<file path="src/rtl/mips_cpu_pkg.sv">
`default_nettype none
// ============================================================================
// Module   : mips_cpu_pkg
// Purpose  : Shared types and constants for the CPU core's memory-port logic.
//            Defines the bus-master state enum, the word-alignment mask and
//            the default waitrequest timeout.
// Ports    : none (package)
// Revision : 1.0 - initial release
// ============================================================================
package mips_cpu_pkg;

    typedef enum logic [1:0] {
        ST_IDLE  = 2'd0,   // ready for a new request
        ST_REQ   = 2'd1,   // strobe asserted, waiting for the slave
        ST_RDATA = 2'd2,   // read accepted, data arrives this cycle
        ST_RESP  = 2'd3    // one-cycle response pulse
    } mem_port_state_t;

    localparam logic [31:0] WORD_ALIGN_MASK        = 32'hFFFF_FFFC;
    localparam int          DEFAULT_TIMEOUT_CYCLES = 1024;

endpackage
`default_nettype wire

</file>
<file path="src/rtl/sat_counter.sv">
`default_nettype none
// ============================================================================
// Module   : sat_counter
// Purpose  : Up-counter that sticks at all-ones instead of wrapping.
//            Synchronous clear has priority over increment.
// Ports    : clk    - clock, rising edge
//            rst_n  - synchronous active-low reset (count -> 0)
//            clr    - synchronous clear
//            inc    - increment enable
//            count  - current count value
// Revision : 1.0 - initial release
// ============================================================================
module sat_counter
    import mips_cpu_pkg::*;
#(
    parameter int WIDTH = 32
) (
    input  logic             clk,
    input  logic             rst_n,
    input  logic             clr,
    input  logic             inc,
    output logic [WIDTH-1:0] count
);

    logic [WIDTH-1:0] count_q;
    logic [WIDTH-1:0] count_d;

    always_comb begin
        count_d = count_q;
        if (clr) begin
            count_d = '0;
        end else if (inc && (count_q != {WIDTH{1'b1}})) begin
            count_d = count_q + WIDTH'(1);
        end
    end

    always_ff @(posedge clk) begin
        if (!rst_n) begin
            count_q <= '0;
        end else begin
            count_q <= count_d;
        end
    end

    assign count = count_q;

endmodule
`default_nettype wire

</file>
<file path="src/rtl/avalon_mem_port.sv">
`default_nettype none
// ============================================================================
// Module   : avalon_mem_port
// Purpose  : Bus-master adapter from the core's fetch/load-store request port
//            to an Avalon-MM master. One word-aligned access at a time, Avalon
//            outputs held stable under waitrequest, read data captured and
//            returned with a one-cycle response pulse, stall to freeze the
//            core sequencer, saturating wait-cycle counter, and a timeout that
//            abandons an access stuck on waitrequest.
// Ports    : clk, rst_n                     - clock / sync active-low reset
//            req_valid/req_write/req_addr/
//            req_byteenable/req_writedata   - core request
//            req_ready                      - request accepted this cycle
//            rsp_valid/rsp_readdata/rsp_err - core response
//            stall                          - core must hold state
//            wait_count                     - total waitrequest cycles
//            address/read/write/byteenable/
//            writedata/waitrequest/readdata - Avalon-MM master side
// Revision : 1.0 - initial release
// ============================================================================
module avalon_mem_port
    import mips_cpu_pkg::*;
#(
    parameter int TIMEOUT_CYCLES = DEFAULT_TIMEOUT_CYCLES,
    parameter int CNT_W          = 32
) (
    input  logic             clk,
    input  logic             rst_n,
    // core request side
    input  logic             req_valid,
    input  logic             req_write,
    input  logic [31:0]      req_addr,
    input  logic [3:0]       req_byteenable,
    input  logic [31:0]      req_writedata,
    output logic             req_ready,
    output logic             rsp_valid,
    output logic [31:0]      rsp_readdata,
    output logic             rsp_err,
    output logic             stall,
    output logic [CNT_W-1:0] wait_count,
    // Avalon-MM master side
    output logic [31:0]      address,
    output logic             read,
    output logic             write,
    output logic [3:0]       byteenable,
    output logic [31:0]      writedata,
    input  logic             waitrequest,
    input  logic [31:0]      readdata
);

    localparam int             TO_W    = $clog2(TIMEOUT_CYCLES + 1);
    // Last permitted waitrequest cycle: the strobe has then been high for
    // exactly TIMEOUT_CYCLES cycles.
    localparam logic [TO_W-1:0] TO_LAST = TO_W'(TIMEOUT_CYCLES - 1);

    mem_port_state_t state_q, state_d;
    logic [31:0]     addr_q,  addr_d;
    logic [3:0]      be_q,    be_d;
    logic [31:0]     wdata_q, wdata_d;
    logic            write_q, write_d;
    logic [31:0]     rdata_q, rdata_d;
    logic            err_q,   err_d;

    logic            wait_cycle;
    logic [TO_W-1:0] to_count;

    assign wait_cycle = (state_q == ST_REQ) && waitrequest;

    // Timeout counter only runs inside REQ, so leaving REQ re-arms it.
    sat_counter #(
        .WIDTH (TO_W)
    ) u_timeout_cnt (
        .clk   (clk),
        .rst_n (rst_n),
        .clr   (state_q != ST_REQ),
        .inc   (wait_cycle),
        .count (to_count)
    );

    sat_counter #(
        .WIDTH (CNT_W)
    ) u_wait_cnt (
        .clk   (clk),
        .rst_n (rst_n),
        .clr   (1'b0),
        .inc   (wait_cycle),
        .count (wait_count)
    );

    always_comb begin
        state_d = state_q;
        addr_d  = addr_q;
        be_d    = be_q;
        wdata_d = wdata_q;
        write_d = write_q;
        rdata_d = rdata_q;
        err_d   = err_q;

        case (state_q)
            ST_IDLE: begin
                if (req_valid) begin
                    err_d = 1'b0;
                    if (req_byteenable != 4'b0000) begin
                        addr_d  = req_addr & WORD_ALIGN_MASK;
                        be_d    = req_byteenable;
                        wdata_d = req_writedata;
                        write_d = req_write;
                        state_d = ST_REQ;
                    end else begin
                        // Nothing to transfer: acknowledge without a bus cycle.
                        state_d = ST_RESP;
                    end
                end
            end
            ST_REQ: begin
                if (!waitrequest) begin
                    state_d = write_q ? ST_RESP : ST_RDATA;
                end else if (to_count == TO_LAST) begin
                    err_d   = 1'b1;
                    state_d = ST_RESP;
                end
            end
            ST_RDATA: begin
                rdata_d = readdata;
                state_d = ST_RESP;
            end
            ST_RESP: begin
                state_d = ST_IDLE;
            end
            default: begin
                state_d = ST_IDLE;
            end
        endcase
    end

    always_ff @(posedge clk) begin
        if (!rst_n) begin
            state_q <= ST_IDLE;
            addr_q  <= '0;
            be_q    <= '0;
            wdata_q <= '0;
            write_q <= 1'b0;
            rdata_q <= '0;
            err_q   <= 1'b0;
        end else begin
            state_q <= state_d;
            addr_q  <= addr_d;
            be_q    <= be_d;
            wdata_q <= wdata_d;
            write_q <= write_d;
            rdata_q <= rdata_d;
            err_q   <= err_d;
        end
    end

    // Avalon outputs come only from the holding registers, so they cannot
    // move while the slave asserts waitrequest.
    assign address      = addr_q;
    assign byteenable   = be_q;
    assign writedata    = wdata_q;
    assign read         = (state_q == ST_REQ) && !write_q;
    assign write        = (state_q == ST_REQ) &&  write_q;

    assign req_ready    = (state_q == ST_IDLE);
    assign rsp_valid    = (state_q == ST_RESP);
    assign rsp_err      = rsp_valid && err_q;
    assign rsp_readdata = rdata_q;
    assign stall        = (req_valid && !req_ready) || (state_q != ST_IDLE);

endmodule
`default_nettype wire

</file>
<file path="config.mk">
export PLATFORM = sky130hd
export DESIGN_NAME = avalon_mem_port
export DESIGN_NICKNAME = d
export VERILOG_FILES = /design/src/rtl/mips_cpu_pkg.sv /design/src/rtl/sat_counter.sv /design/src/rtl/avalon_mem_port.sv
export SDC_FILE = /design/constraint.sdc
export NUM_CORES = 1
export LEC_CHECK = 0
export ABC_AREA = 1
export CORE_MARGIN = 10
export CORE_UTILIZATION = 30
export DETAILED_ROUTE_END_ITERATION = 8
export SETUP_SLACK_MARGIN = 0.5
export SYNTH_ARGS = -nofsm -noshare
export SYNTH_HDL_FRONTEND = slang
export SYNTH_SLANG_ARGS = --single-unit
</file>
<file path="constraint.sdc">
create_clock -name clk -period 4.8 [get_ports clk]
set_input_delay 0.96 -clock clk [delete_from_list [all_inputs] [get_ports clk]]
set_output_delay 0.96 -clock clk [all_outputs]
set_load 0.005 [all_outputs]
</file>
After elaboration in Yosys (flattened, before gate mapping)
Cells that the tools add are included.
Widths: inputs -> output; s select.
{ "word_totals": {"mem_bits_ro": 0, "wordCells": 51, "register_bits": 145, "out_inout_bits": 138, "mem_bits_rw": 0, "memories": 0, "in_bits": 105, "latchBits": 0} }
{ "op_classes": {"div_mod_pow": 0, "shifts": 0, "n_reduce_logical": 18, "multipliers": 0, "bitwise_logic": 1, "order_cmp": 0, "eq_ne": 11, "muxes": 10, "add_sub_neg": 2} }
{ "ops": {"columns": ["cell", "n"], "rows": [
  ["$add 32x1->32 const B", 1],
  ["$ne 32x32->1 const B", 1],
  ["$add 11x1->11 const B", 1],
  ["$eq 11x10->1 const B", 1],
  ["$ne 11x11->1 const B", 1],
  ["$mux 2", 4],
  ["$pmux 2 s4", 1],
  ["$logic_and 1x1->1", 7],
  ["$eq 2x2->1 const B", 2],
  ["$mux 1", 4],
  ["$ne 2x1->1 const B", 2],
  ["$ne 2x2->1 const B", 2],
  ["$reduce_and 4->1", 1],
  ["$reduce_bool 2->1", 2],
  ["$reduce_bool 4->1", 1],
  ["$ne 3x2->1 const B", 1],
  ["$reduce_and 3->1", 1],
  ["$eq 2x1->1 const B", 1],
  ["$logic_not 1->1", 2],
  ["$logic_not 2->1", 1],
  ["$pmux 1 s2", 1],
  ["$reduce_and 2->1", 1],
  ["$reduce_or 2->1", 1],
  ["$logic_or 1x1->1", 1],
  ["$not 1->1", 1]
]} }

Longest topological paths before layout
Gate-level depths: netlist (run 1).
{ "logic_depth": {"ltp_word": 4, "ltp_mapped": 12, "ltp_nobuf": 11} }

By module
Synthesis (run 1) repeated with hierarchy kept, for this count alone.
{ "hier_totals": {"hier_cells": 909, "hier_area_um2": 6426.2} }
{ "by_module_without_submodules": {"columns": ["mod", "area_per_inst_um2", "instances", "cells_per_inst", "seq_area_each_um2"], "rows": [
  ["avalon_mem_port", 3741.1, 1, 485, 2042.0],
  ["sat_counter (u_wait_cnt)", 2069.5, 1, 332, 640.6],
  ["sat_counter (u_timeout_cnt)", 615.6, 1, 92, 220.2]
]} }

Worst setup path after synthesis (run 1)
No wires, ideal clock.
{ "synth_timing": {"path_type": "in2reg", "startpoint": "in rst_n", "endpoint": "reg state_q[0]", "slack_ns": 2.884, "required_ns": 4.736, "setup_time_ns": 0.064, "arrival_ns": 1.852, "stages": 5, "path_buffers": 3, "path_cell_list": "clkbuf_1 > clkbuf_1 > buf_1 > nand2_1 > nor2_1"} }
{ "synth_lines": {"columns": ["item", "line_no", "source"], "rows": [
  ["start, declared", "avalon_mem_port.sv:28", "input logic rst_n,"],
  ["end signal, assigned", "avalon_mem_port.sv:146", "state_q <= state_d;"],
  ["end, declared", "avalon_mem_port.sv:56", "mem_port_state_t state_q, state_d;"]
]} }

Worst setup path after layout (run 1)
{ "layout_timing": {"startpoint": "reg state_q[1]", "endpoint": "out write"} }
{ "layout_between": {"elab_chain_len": 2} }
{ "layout_lines": {"columns": ["item", "line_no", "source"], "rows": [
  ["$eq 2x1->1", "avalon_mem_port.sv:162", "assign write = (state_q == ST_REQ) && write_q;"],
  ["$logic_and 1x1->1", "avalon_mem_port.sv:162", null],
  ["end, declared", "avalon_mem_port.sv:44", "output logic write,"]
]} }
No other way between the ends.

==> results.json, run 1 <==
{
  "status": "finished clean",
  "crit_family": "buffers and inverters",
  "core_mm2": 0.01965,
  "critical_path_class": "reg2out",
  "grt_pass1_wl_mm": 33.87,
  "cts-resized-gates": 0,
  "startpoint_type": "register",
  "numPortBuffers": 238,
  "crit_buf_inv": 3,
  "powerDensity_mw_per_mm2": 479.1,
  "grt-ovfl-total": 0,
  "synth_top_area_share_pct": 47.82,
  "synth_commonest_cells": "nor2_1 (296), dfxtp_1 (145), nand2_1 (112)",
  "via_count": 6158,
  "gr-usage-met1_pct": 17.39,
  "rsz0062_at_grt": "false",
  "cp_slowest_cell": "clkdlybuf4s50_1",
  "hold_buffers": 0,
  "hpwl_mm": 16.03,
  "cts_htree_levels": 4,
  "post_cts_buffers": 0,
  "min_period_over_period_pct": 58.06,
  "cts_tree": "built",
  "fin_ws_ns": 2.013,
  "chipWidth_um": 162.3,
  "yosysWarningCount": 0,
  "n_antenna_cell": 0,
  "tightest_slew_ns": 0.9007,
  "yosysMostFrequentCell": "nor2_1",
  "ys_seq_area_share_pct": 47.82,
  "rows": 51,
  "grt_pass1_vias": 6111,
  "gp_congestion": 0.8283,
  "cts_buffers": 17,
  "drt_iter0_drc": 284,
  "yosys.area.top_type": "dfxtp_1",
  "cp_slowest_stage_delay_ns": 0.53,
  "drv_cap": 0,
  "drtPass1Iterations": 4,
  "cts_root_buf": "clkbuf_16",
  "grt_max_degree": 69,
  "met3_usage_pct": 9.858,
  "drv_slew": 0,
  "ys_types": 27,
  "fmax_mhz": 358.8,
  "crit_chain": "inv_1 > ha_1 > nand2_1 > inv_1 > clkdlybuf4s50_1",
  "crit_top_cell": "inv_1",
  "ir_drop_mv": 0.2504,
  "io_pins": 243,
  "min_period_ns": 2.787,
  "ys_ff_latch": 145,
  "wl_per_cell_um": 15.59,
  "area_delta_synth_final_pct": 51.77,
  "finalHoldViolations": 0,
  "whs_ns": 0.4646,
  "antenna_left": 0,
  "switching_share_pct": 31.80,
  "drive_above_1_share_pct": 4.513,
  "clkPwrFrac_pct": 30.4,
  "antenna_found_initial": 1,
  "worstPathMaxFanout": 5,
  "synth_ff_type": "dfxtp_1",
  "insertion_delay_ns": 0.42,
  "hold_class": "reg2reg",
  "post-place-ws_ns": 1.902,
  "worstPathArrival_ns": 1.83,
  "routed_wl_mm": 21.41,
  "die_area_mm2": 0.02633,
  "setup_viol": 0,
  "busiest_layer": "met2",
  "p_switching_uw": 1404,
  "cts_sinks": 145,
  "clk_pin_slew_ns": 0.06,
  "viasPerCell": 4.485,
  "ctsLongestPathBuffers": 2,
  "nets": 1208,
  "pwr-share-seq_pct": 36.8,
  "p_leak_uw": 0.003656,
  "cp_data_required_time_ns": 3.84,
  "synth_edf_count": 0,
  "async_flop_share_pct": 0,
  "grtUsageMet2_pct": 25.95,
  "syn_area_mm2": 0.006071,
  "initial_utilization_pct": 30.89,
  "p_int_uw": 3011,
  "final.setup.tns_ns": 0,
  "drc": 0,
  "die_h_um": 162.3,
  "synthCells": 874,
  "syn_avg_cell_area_um2": 6.946,
  "power_frac_comb_pct": 32.8,
  "cp-end-kind": "primary output",
  "grt_usage_pct": 16.22,
  "synth_area_leaders": "dfxtp_1 (48%), nor2_1 (18%), o21ai_0 (8.9%)",
  "skew_ns": 0.008614,
  "max_slew_margin_pct": 39.81
}
## layer usage
metal | vias up | part of all wire [%]
met1 | 2720 | 40
met5 | - | 0.051
met2 | 197 | 46
li1 | 3214 | -
met3 | 25 | 13
met4 | 2 | 1.6
## cell usage in the layout, fill, tap and decap left out, drive strengths merged
cell type / instances
a211oi: 1
a21boi: 1
a21oi: 36
and2: 1
and3: 2
buf: 9
bufinv: 2
clkbuf: 19
clkdlybuf4s50: 237
clkinv: 6
clkinvlp: 2
conb: 2
dfxtp: 145
ha: 7
inv: 56
nand2: 116
nand3: 40
nand4: 10
nor2: 299
nor3: 4
o21ai: 108
o21bai: 1
o22ai: 1
or2: 1
xnor2: 1
xor2: 1
## flip-flops by register name (all words and copies together) (netlist names), 2 cells and up
name                 cells
u_wait_cnt.count        32
writedata               32
byteenable               4
rsp_readdata            32
address                 30
state_q                  2
u_timeout_cnt.count     11
## area by class of cell
cell class              count  area, um2
inverters                  54      202.7
repair buffers            246       2440
multi-input cells         632       2750
clock buffers              19      452.9
flip-flops and latches    145       2903
fillers                  2029      10440
clock inverters            12      133.9
well taps                 265      331.6
## per-stage QoR
stage          utilization [%]  total power (uW)  cells  cell area (um2)
2_1_floorplan                -              2250    875             6075
3_3_place_gp             43.89              3118   1342             8627
3_5_place_dp             43.89              3130   1342             8627
4_1_cts                  46.88              4490   1373             9214
5_1_grt                  46.88              4711   1373             9214
6_report                 46.88              4414   1373             9214
## power groups by stage
stage	sequential (uW)	combinational [uW]	clock, uW
after detailed placement	1650	1480	0
after global placement	1640	1480	0
after global routing	1660	1630	1430
after CTS	1620	1490	1370
final	1620	1450	1340
after floorplan	1660	591	0
## worst register-to-register path, stage by stage, from the launching register on
cell     delay [ns]
dfxtp_1        0.42
ha_1           0.22
nand2_1        0.07
nor2_1         0.14
nand2_1        0.10
nor2_1         0.10
nand2_1        0.52
buf_4          0.47
a21oi_1        0.17
nor2_1         0.06
## final timing paths
path / from / end / slack, ns / depth (start not counted)
max: state_q[1]$_SDFFE_PN0P_ / write / 2.01 / 5
min: u_timeout_cnt.count[4]$_SDFFE_PP0P_ / u_timeout_cnt.count[4]$_SDFFE_PP0P_ / 0.46 / 2
max reg2reg: u_wait_cnt.count[0]$_SDFFE_PN0P_ / u_wait_cnt.count[4]$_SDFFE_PN0P_ / 2.40 / 9
min reg2reg: u_timeout_cnt.count[4]$_SDFFE_PP0P_ / u_timeout_cnt.count[4]$_SDFFE_PP0P_ / 0.46 / 2
## cells by family after synthesis
logic type      synth area share [%]
simple gates                   31.02
compound gates                 12.35
xor+xnor                      0.2886
flops                          47.82
other cells                  0.06177
buf+inv                        7.028
fa+ha+maj                      1.443
Power figures use the tool's default switching activity.
==> run 2, diff against run 1 <==
==> constraint.sdc (replaced) <==
create_clock -name clk -period 2.81 [get_ports clk]
set_input_delay 0.562 -clock clk [delete_from_list [all_inputs] [get_ports clk]]
set_output_delay 0.562 -clock clk [all_outputs]
set_load 0.005 [all_outputs]
==> results.json, run 2 (synthesis gave the netlist of run 1 again) <==
{
  "status": "finished clean",
  "fmax_mhz": 445.0,
  "final.setup.tns_ns": 0,
  "cp_slowest_stage_delay_ns": 0.55,
  "hold_class": "reg2reg",
  "setup_viol": 0,
  "dp.cells": 1346,
  "area_delta_synth_final_pct": 53.01,
  "min_period_over_period_pct": 79.96,
  "post-place-ws_ns": 0.4585,
  "core_mm2": 0.01965,
  "die_h_um": 162.3,
  "startpoint_type": "register",
  "cp-end-kind": "primary output",
  "drt_iter0_drc": 273,
  "critical_path_class": "reg2out",
  "chipWidth_um": 162.3,
  "crit_buf_inv": 3,
  "hpwl_mm": 16.29,
  "wl_per_cell_um": 15.53,
  "via_count": 6192,
  "initial_utilization_pct": 30.89,
  "routed_wl_mm": 21.44,
  "drc": 0,
  "rows": 51,
  "grt-ovfl-total": 0,
  "cts_root_buf": "clkbuf_16",
  "cts_sinks": 145,
  "antenna_found_initial": 1,
  "insertion_delay_ns": 0.43,
  "whs_ns": 0.4654,
  "io_pins": 243,
  "gp_congestion": 0.8224,
  "grt_pass1_wl_mm": 33.49,
  "cts_htree_levels": 4,
  "fillers": 2000,
  "rsz0062_at_grt": "false",
  "grt_usage_pct": 16.02,
  "drv_slew": 0,
  "grt_pass1_vias": 6058,
  "drv_cap": 0,
  "finalPower_uw": 7483,
  "ctsLongestPathBuffers": 2,
  "most-common-layout-cells": "nor2_1 (296), clkdlybuf4s50_1 (236), dfxtp_1 (143)",
  "die_area_mm2": 0.02633,
  "worstPathArrival_ns": 1.68,
  "hold_buffers": 0,
  "cp_data_required_time_ns": 2.25,
  "cts_buffers": 17,
  "min_period_ns": 2.247,
  "cts_tree": "built",
  "powerDensity_mw_per_mm2": 805.6,
  "crit_chain": "inv_2 > buf_4 > ha_4 > clkdlybuf4s50_1",
  "finalHoldViolations": 0,
  "fin_ws_ns": 0.5630,
  "nets": 1213,
  "grt_max_degree": 49,
  "numPortBuffers": 238,
  "crit_family": "buffers and inverters",
  "layout_commonest_cell": "nor2_1",
  "ir_drop_mv": 0.4068,
  "viasPerCell": 4.487,
  "drtPass1Iterations": 4,
  "cp_slowest_cell": "clkdlybuf4s50_1",
  "final_cell_count_no_fill": 1380,
  "antenna_left": 0,
  "drive_above_1_share_pct": 5.566,
  "skew_ns": 0.02083,
  "p_leak_uw": 0.003690,
  "clk_pin_slew_ns": 0.06,
  "worstPathMaxFanout": 7
}
[run 2: worst reg2reg max path: cells and delay by family, from the launching register on]
| kind | cells | cell delay [ns] |
|---|---|---|
| AOI/OAI and AO/OA | 2 | 0.38 |
| adders and majority gates | 1 | 0.16 |
| buffers and inverters | 3 | 0.44 |
| DFF | 1 | 0.35 |
| and+or+nand+nor | 4 | 0.45 |
[run 2: report_power, final]
| group | internal [uW] | switching [uW] | total, uW |
|---|---|---|---|
| clock network | 1160 | 977 | 2140 |
| registers | 2530 | 252 | 2780 |
| logic | 1330 | 1240 | 2570 |
| total | 5020 | 2470 | 7480 |
[run 2: layer usage]
| metal | GRT usage [%] | vias to the layer above | wire (um) |
|---|---|---|---|
| met3 | 9.960 | 20 | 2768 |
| met2 | 25.95 | 208 | 9917 |
| met5 | 0 | - | 0 |
| li1 | - | 3229 | - |
| met4 | 5.211 | 0 | 326 |
| met1 | 16.78 | 2735 | 8422 |
[run 2: cell type report]
class	instances	area (um2)	area share, %
tap	265	331.6	3.570
inverter	54	202.7	2.182
sequential	145	2905	31.28
clock inverter	14	122.6	1.320
multi-input combinational	632	2778	29.90
antenna	1	2.502	0.02694
clock buffer	18	429.2	4.620
timing repair buffer	251	2517	27.10
[run 2: what timing repair did]
| action | CTS | global route |
|---|---|---|
| gates cloned | 0 | 0 |
| setup buffers | 0 | 1 |
| gates resized for setup | 7 | 3 |
| setup endpoints to repair | 4 | 4 |
[run 2: stage by stage]
step | cell area, um2 | utilization, %
final | 9289 | 47.26
after global routing | 9289 | 47.26
after CTS | 9273 | 47.18
after detailed placement | 8695 | 44.24
after global placement | 8695 | 44.24
after floorplan | 6075 | -
[run 2: worst paths after layout]
kind	startpoint	to	slack, ns	cells after the start
worst min-delay path	u_timeout_cnt.count[3]$_SDFFE_PP0P_	u_timeout_cnt.count[3]$_SDFFE_PP0P_	0.47	2
worst max-delay path	state_q[1]$_SDFFE_PN0P_	req_ready	0.56	4
worst min register to register	u_timeout_cnt.count[3]$_SDFFE_PP0P_	u_timeout_cnt.count[3]$_SDFFE_PP0P_	0.47	2
worst max register to register	state_q[1]$_SDFFE_PN0P_	u_timeout_cnt.count[2]$_SDFFE_PP0P_	0.98	10
==> run 3, diff against run 2 <==
==> constraint.sdc (replaced) <==
create_clock -name clk -period 1.9 [get_ports clk]
set_input_delay 0.38 -clock clk [delete_from_list [all_inputs] [get_ports clk]]
set_output_delay 0.38 -clock clk [all_outputs]
set_load 0.005 [all_outputs]
==> results.json, run 3 (synthesis gave the netlist of run 1 again) <==
{
  "n_antenna_cell": 0,
  "place_area_mm2": 0.009086,
  "wl_per_cell_um": 18.26,
  "ir_drop_mv": 0.6945,
  "grt_usage_pct": 18.63,
  "crit_family": "buffers and inverters",
  "fmax_mhz": 572.3,
  "drt_iter0_drc": 389,
  "antenna_found_initial": 1,
  "crit_top_cell": "buf_4",
  "whs_ns": 0.3637,
  "die_area_mm2": 0.02633,
  "viasPerCell": 4.790,
  "cts_tree": "built",
  "grt_pass1_wl_mm": 38.89,
  "fin_util_pct": 61.05,
  "clkPwrFrac_pct": 26.6,
  "via_count": 7204,
  "cts_sinks": 145,
  "register_area_mm2": 0.003019,
  "critical_path_class": "reg2reg",
  "area_delta_synth_final_pct": 97.65,
  "r2r_cells": 12,
  "routed_wl_mm": 27.46,
  "wl_met1_mm": 10.25,
  "min_path_cells": 3,
  "skew_ns": 0.01611,
  "powerDensity_mw_per_mm2": 1120,
  "highest_layer": "met4",
  "initial_utilization_pct": 30.89,
  "post-place-ws_ns": -0.06769,
  "drc": 0,
  "status": "finished clean",
  "cp_slowest_cell": "dfxtp_4",
  "drtPass1Iterations": 6,
  "power_frac_comb_pct": 42.1,
  "numPortBuffers": 238,
  "nets": 1338,
  "crit_cells": 12,
  "cts_root_buf": "clkbuf_16",
  "p_int_uw": 8778,
  "grt_max_degree": 62,
  "cp_slowest_stage_delay_ns": 0.35,
  "hpwl_mm": 16.18,
  "crit_chain": "buf_6 > inv_6 > ha_4 > buf_12 > nand2_8 > clkinv_8 > buf_4 > nand3_4 > nor3_4 > buf_4 > a21oi_2 > nor2_1",
  "switching_share_pct": 34.69,
  "drive_above_1_share_pct": 45.36,
  "insertion_delay_ns": 0.43,
  "cts_htree_levels": 4,
  "p_switching_uw": 4662,
  "min_period_ns": 1.747,
  "wl_met2_mm": 13.72,
  "hold_buffers": 0,
  "chipWidth_um": 162.3,
  "drv_cap": 0,
  "fin_ws_ns": 0.1526,
  "ctsLongestPathBuffers": 2,
  "clk_pin_slew_ns": 0.07,
  "cp_data_required_time_ns": 2.24,
  "multiInputGateArea_mm2": 0.003902,
  "most-common-layout-cells": "nor2_1 (229), clkdlybuf4s50_1 (101), dfxtp_1 (90)",
  "antenna_left": 0,
  "p_leak_uw": 0.005165,
  "die_h_um": 162.3,
  "cp-end-kind": "register",
  "worstPathArrival_ns": 2.09,
  "grt_pass1_vias": 7126,
  "cts_buffers": 17,
  "fillers": 1712,
  "min_period_over_period_pct": 91.97,
  "core_mm2": 0.01965,
  "worstPathMaxFanout": 6,
  "layout_commonest_cell": "nor2_1",
  "drv_slew": 0,
  "rows": 51,
  "crit_buf_inv": 6,
  "finalPower_uw": 13440,
  "postLayoutCellArea_mm2": 0.01200,
  "hold_class": "in2reg",
  "startpoint_type": "register",
  "gp_congestion": 0.8705,
  "rsz0062_at_grt": "true",
  "met3WireLength_mm": 2.908,
  "io_pins": 243,
  "finalHoldViolations": 0,
  "pwr-share-seq_pct": 31.3,
  "setup_viol": 0,
  "grt-ovfl-total": 0
}
[run 3: cell types whose count changed in the layout (fill, tap and decap cells not counted), sizes merged]
cell,change
clkinvlp,+1
clkdlybuf4s50,-135
clkdlybuf4s15,+44
buf,+156
clkinv,-3
diode,-1
dlygate4sd2,+2
clkbuf,+58
bufinv,+3
dlymetal6s2s,-1
[run 3: tightest hold or removal path: stages]
cell	delay, ns
buf_4	0.21
o21ai_0	0.11
nor2_1	0.04
[run 3: cell type report]
type | instances | area share, %
sequential | 145 | 25.16
inverter | 54 | 1.981
clock inverter | 14 | 1.606
timing repair buffer | 375 | 32.33
timing repair inverter | 1 | 0.06257
tap | 265 | 2.763
multi-input combinational | 632 | 32.52
clock buffer | 18 | 3.577
[run 3: stage by stage]
| step | instances | TNS (ns) |
|---|---|---|
| global placement | 1370 | -0.1596 |
| global route | 1504 | 0 |
| finish | 1504 | 0 |
| floorplan | 875 | 0 |
| CTS | 1473 | 0 |
| detailed placement | 1370 | -0.5719 |
[run 3: power groups by stage]
| stage | Sequential (uW) | Combinational (uW) | Clock, uW |
|---|---|---|---|
| 2_1_floorplan | 4210 | 1580 | 0 |
| 3_3_place_gp | 4150 | 3900 | 0 |
| 3_5_place_dp | 4180 | 3900 | 0 |
| 4_1_cts | 4090 | 4520 | 3650 |
| 5_1_grt | 4290 | 6130 | 3760 |
| 6_report | 4200 | 5660 | 3580 |
[run 3: per-layer routing]
metal	global-route usage [%]	up-vias
li1	-	3507
met1	19.35	3366
met2	31.51	287
met3	9.934	44
met4	6.245	0
met5	0	-
[run 3: timing repair]
action                                  4_1_cts  5_1_grt
endpoints found under the setup margin      182      242
pin swaps                                    40       68
gates resized for setup                     539      359
setup buffers                                59       18
cloned                                       12       13
[run 3: path summary, 6_finish.rpt]
| kind | start | to | slack (ns) |
|---|---|---|---|
| worst max-delay path | state_q[1]$_SDFFE_PN0P_ | u_wait_cnt.count[11]$_SDFFE_PN0P_ | 0.15 |
| worst max register to register | state_q[1]$_SDFFE_PN0P_ | u_wait_cnt.count[11]$_SDFFE_PN0P_ | 0.15 |
| worst min-delay path | rst_n | rsp_readdata[6]$_SDFFE_PN0N_ | 0.36 |
| worst min register to register | u_timeout_cnt.count[7]$_SDFFE_PP0P_ | u_timeout_cnt.count[7]$_SDFFE_PP0P_ | 0.47 |
==> edit, RTL diff (flow settings as in run 2) <==
Register the output `rsp_err`, cleared by the reset; this adds one clock of latency there. The other outputs are not delayed to match.
--- a/src/rtl/avalon_mem_port.sv
+++ b/src/rtl/avalon_mem_port.sv
@@ -165,3 +165,9 @@
     assign rsp_valid    = (state_q == ST_RESP);
-    assign rsp_err      = rsp_valid && err_q;
+    always_ff @(posedge clk) begin
+        if (!rst_n) begin
+            rsp_err <= '0;
+        end else begin
+            rsp_err <= rsp_valid && err_q;
+        end
+    end
     assign rsp_readdata = rdata_q;
Check against the original RTL: same outputs for any inputs over 4 cycles, from zero or initial values and one cycle with rst_n low; that may be too few to reach the edited logic, so the function may still have changed.
==> edit against run 2 <==
- core utilization is 0.70 points lower
- final area rose by 1.4%
- worst setup slack improved by 0.0077 ns
- first-iteration DRC count increased by 18%
- sequential share of layout area down 0.23 points
- critical path type unchanged
- die area is 1.7% higher
- sequential cell count rose by 1
- synthesized area rose by 1.9%
- total power grew 2.6%
- critical path depth down 1
- wire length shrank 0.12%
==> edit: results (changes against run 2) <==
synth cell count leaders=nor2_1, nand2_1, dfxtp_1; Hold Path Sink=state_q[0]; Synth Area in XOR/XNOR=2.264% (+2.0 points); dpl hpwl=15490 um (-4.9%); top post-synthesis cells by area=dfxtp_1, nor2_1, nand2_1, o21ai_0, inv_1; Nets=1221 (+0.66%); clk slew on worst S/H paths=0.07 ns; Skew-Pair Late Insertion Delay=0.42 ns; worst r2r src=u_wait_cnt.count[1]; Slowest-stage cell, CP=clkdlybuf4s50_1; CTS buffer count=17 (unchanged); terminus of the critical flop-to-flop path=u_wait_cnt.count[12]; drt wl/cell=15.37 um (-1.1%); initial antenna violation count=2 (+1); R2R depth=9 (-1); status=complete, no violations; layout cell share with drive strength beyond 1=6.150% (+0.58 points); Final setup violation count=0 (unchanged); DR iter-0 viols=321 (+18%); Seq/Total Area, Yosys=47.23% (-0.59 points); fraction of registers with async set/reset=0% (unchanged); complex-gate fraction of the synthesized area=11.93% (-0.42 points); via count=6218 (+0.42%); setup bufs post-CTS=0 (unchanged); worst-path fanout max=6 (-1); first-pass GRT wire length=33440 um (-0.12%); maximum VDD drop=0.4035 mV (-0.81%); Hold Startpoint=rst_n; Port-buffer cells=238 (unchanged); leakage power=3.722 nW (+0.89%); CTS resizes=3 (-4); Critical Path Start=state_q[0]; GRT Util Overall=15.78% (-0.24 points); placed insts=1360 (+1.0%); Synth cell types=32 (+19%); Worst Hold Class=in -> reg; mux cell area share after synthesis=0% (unchanged); Rel. slew slack=56.17%; largest net degree at the start of global routing=68 (+39%); gpl congestion=0.8721 (+6.0%); worst hold stages=3 (+1); H-tree levels=4 (unchanged); Post-Synth Adder-Cell Area=1.415% (-0.027 points); Mapped Cells=885 (+1.3%); final setup TNS=0 ns (unchanged); routed wire length=21410 um (-0.12%); reg-to-reg slack, setup=0.77 ns (-0.21 ns); Worst Skew=0.007562 ns (-0.01327 ns); Detailed Routing Iterations Pass 1=5 (+1); pre-CTS setup slack=0.4480 ns (-0.01044 ns); clock tree buffer depth=2 (unchanged); slowest cell delay on critical path=0.56 ns; Root Buffer=clkbuf_16
==> edit: how the worst max path moves through the flow <==
stage / end / slack, ns / cells after the start
floorplan: address[10] / 1.15 / 9
global placement: writedata[8] / 0.52 / 8
detailed placement: address[21] / 0.45 / 8
CTS: write / 0.42 / 5
global route: req_ready / 0.52 / 3
finish: req_ready / 0.57 / 3
==> edit: cell families after synthesis <==
group	count (synthesis)
flip-flops	146
AO/OA/AOI/OAI	143
buffers and inverters	86
XOR/XNOR	16
AND/OR/NAND/NOR	486
other	1
adder cells (fa/ha/maj)	7
==> edit: report_power, final <==
group	switching (mW)	internal (mW)	total (mW)	leakage (nW)
combinational	1.24	1.27	2.50	2.23
clock	1.00	1.34	2.34	0.291
sequential	0.274	2.56	2.83	1.20
==> edit: per-stage QoR <==
step           hold slack, ns  cell area (sq um)  power [mW]  utilization (%)
2_1_floorplan          0.4227               6192       3.863                -
3_3_place_gp           0.4673               8801       5.388            43.49
3_5_place_dp           0.4698               8801       5.398            43.49
4_1_cts                0.4551               9402       7.791            46.46
5_1_grt                0.4885               9422       8.172            46.56
6_report               0.4720               9422       7.680            46.56
==> edit: final cells by class <==
| class | instances | area [sq um] |
|---|---|---|
| repair buffers | 245 | 2442 |
| inverters | 45 | 168.9 |
| diodes | 1 | 2.502 |
| fillers | 2038 | 10810 |
| well taps | 270 | 337.8 |
| clock buffers | 17 | 425.4 |
| multi-input cells | 654 | 2944 |
| flip-flops and latches | 146 | 2925 |
| clock inverters | 15 | 175.2 |
==> edit: worst min-delay path, stage by stage <==
cell     delay (ns)
buf_4          0.18
nand2_1        0.08
nor2_1         0.03
==> edit: per-layer routing <==
layer  GRT usage, %  wire, um  share of wire (%)
met1          17.59      8655                 40
met2          24.74      9729                 45
met3          9.917      2855                 13
met4          4.102       160               0.75
met5              0         8              0.037
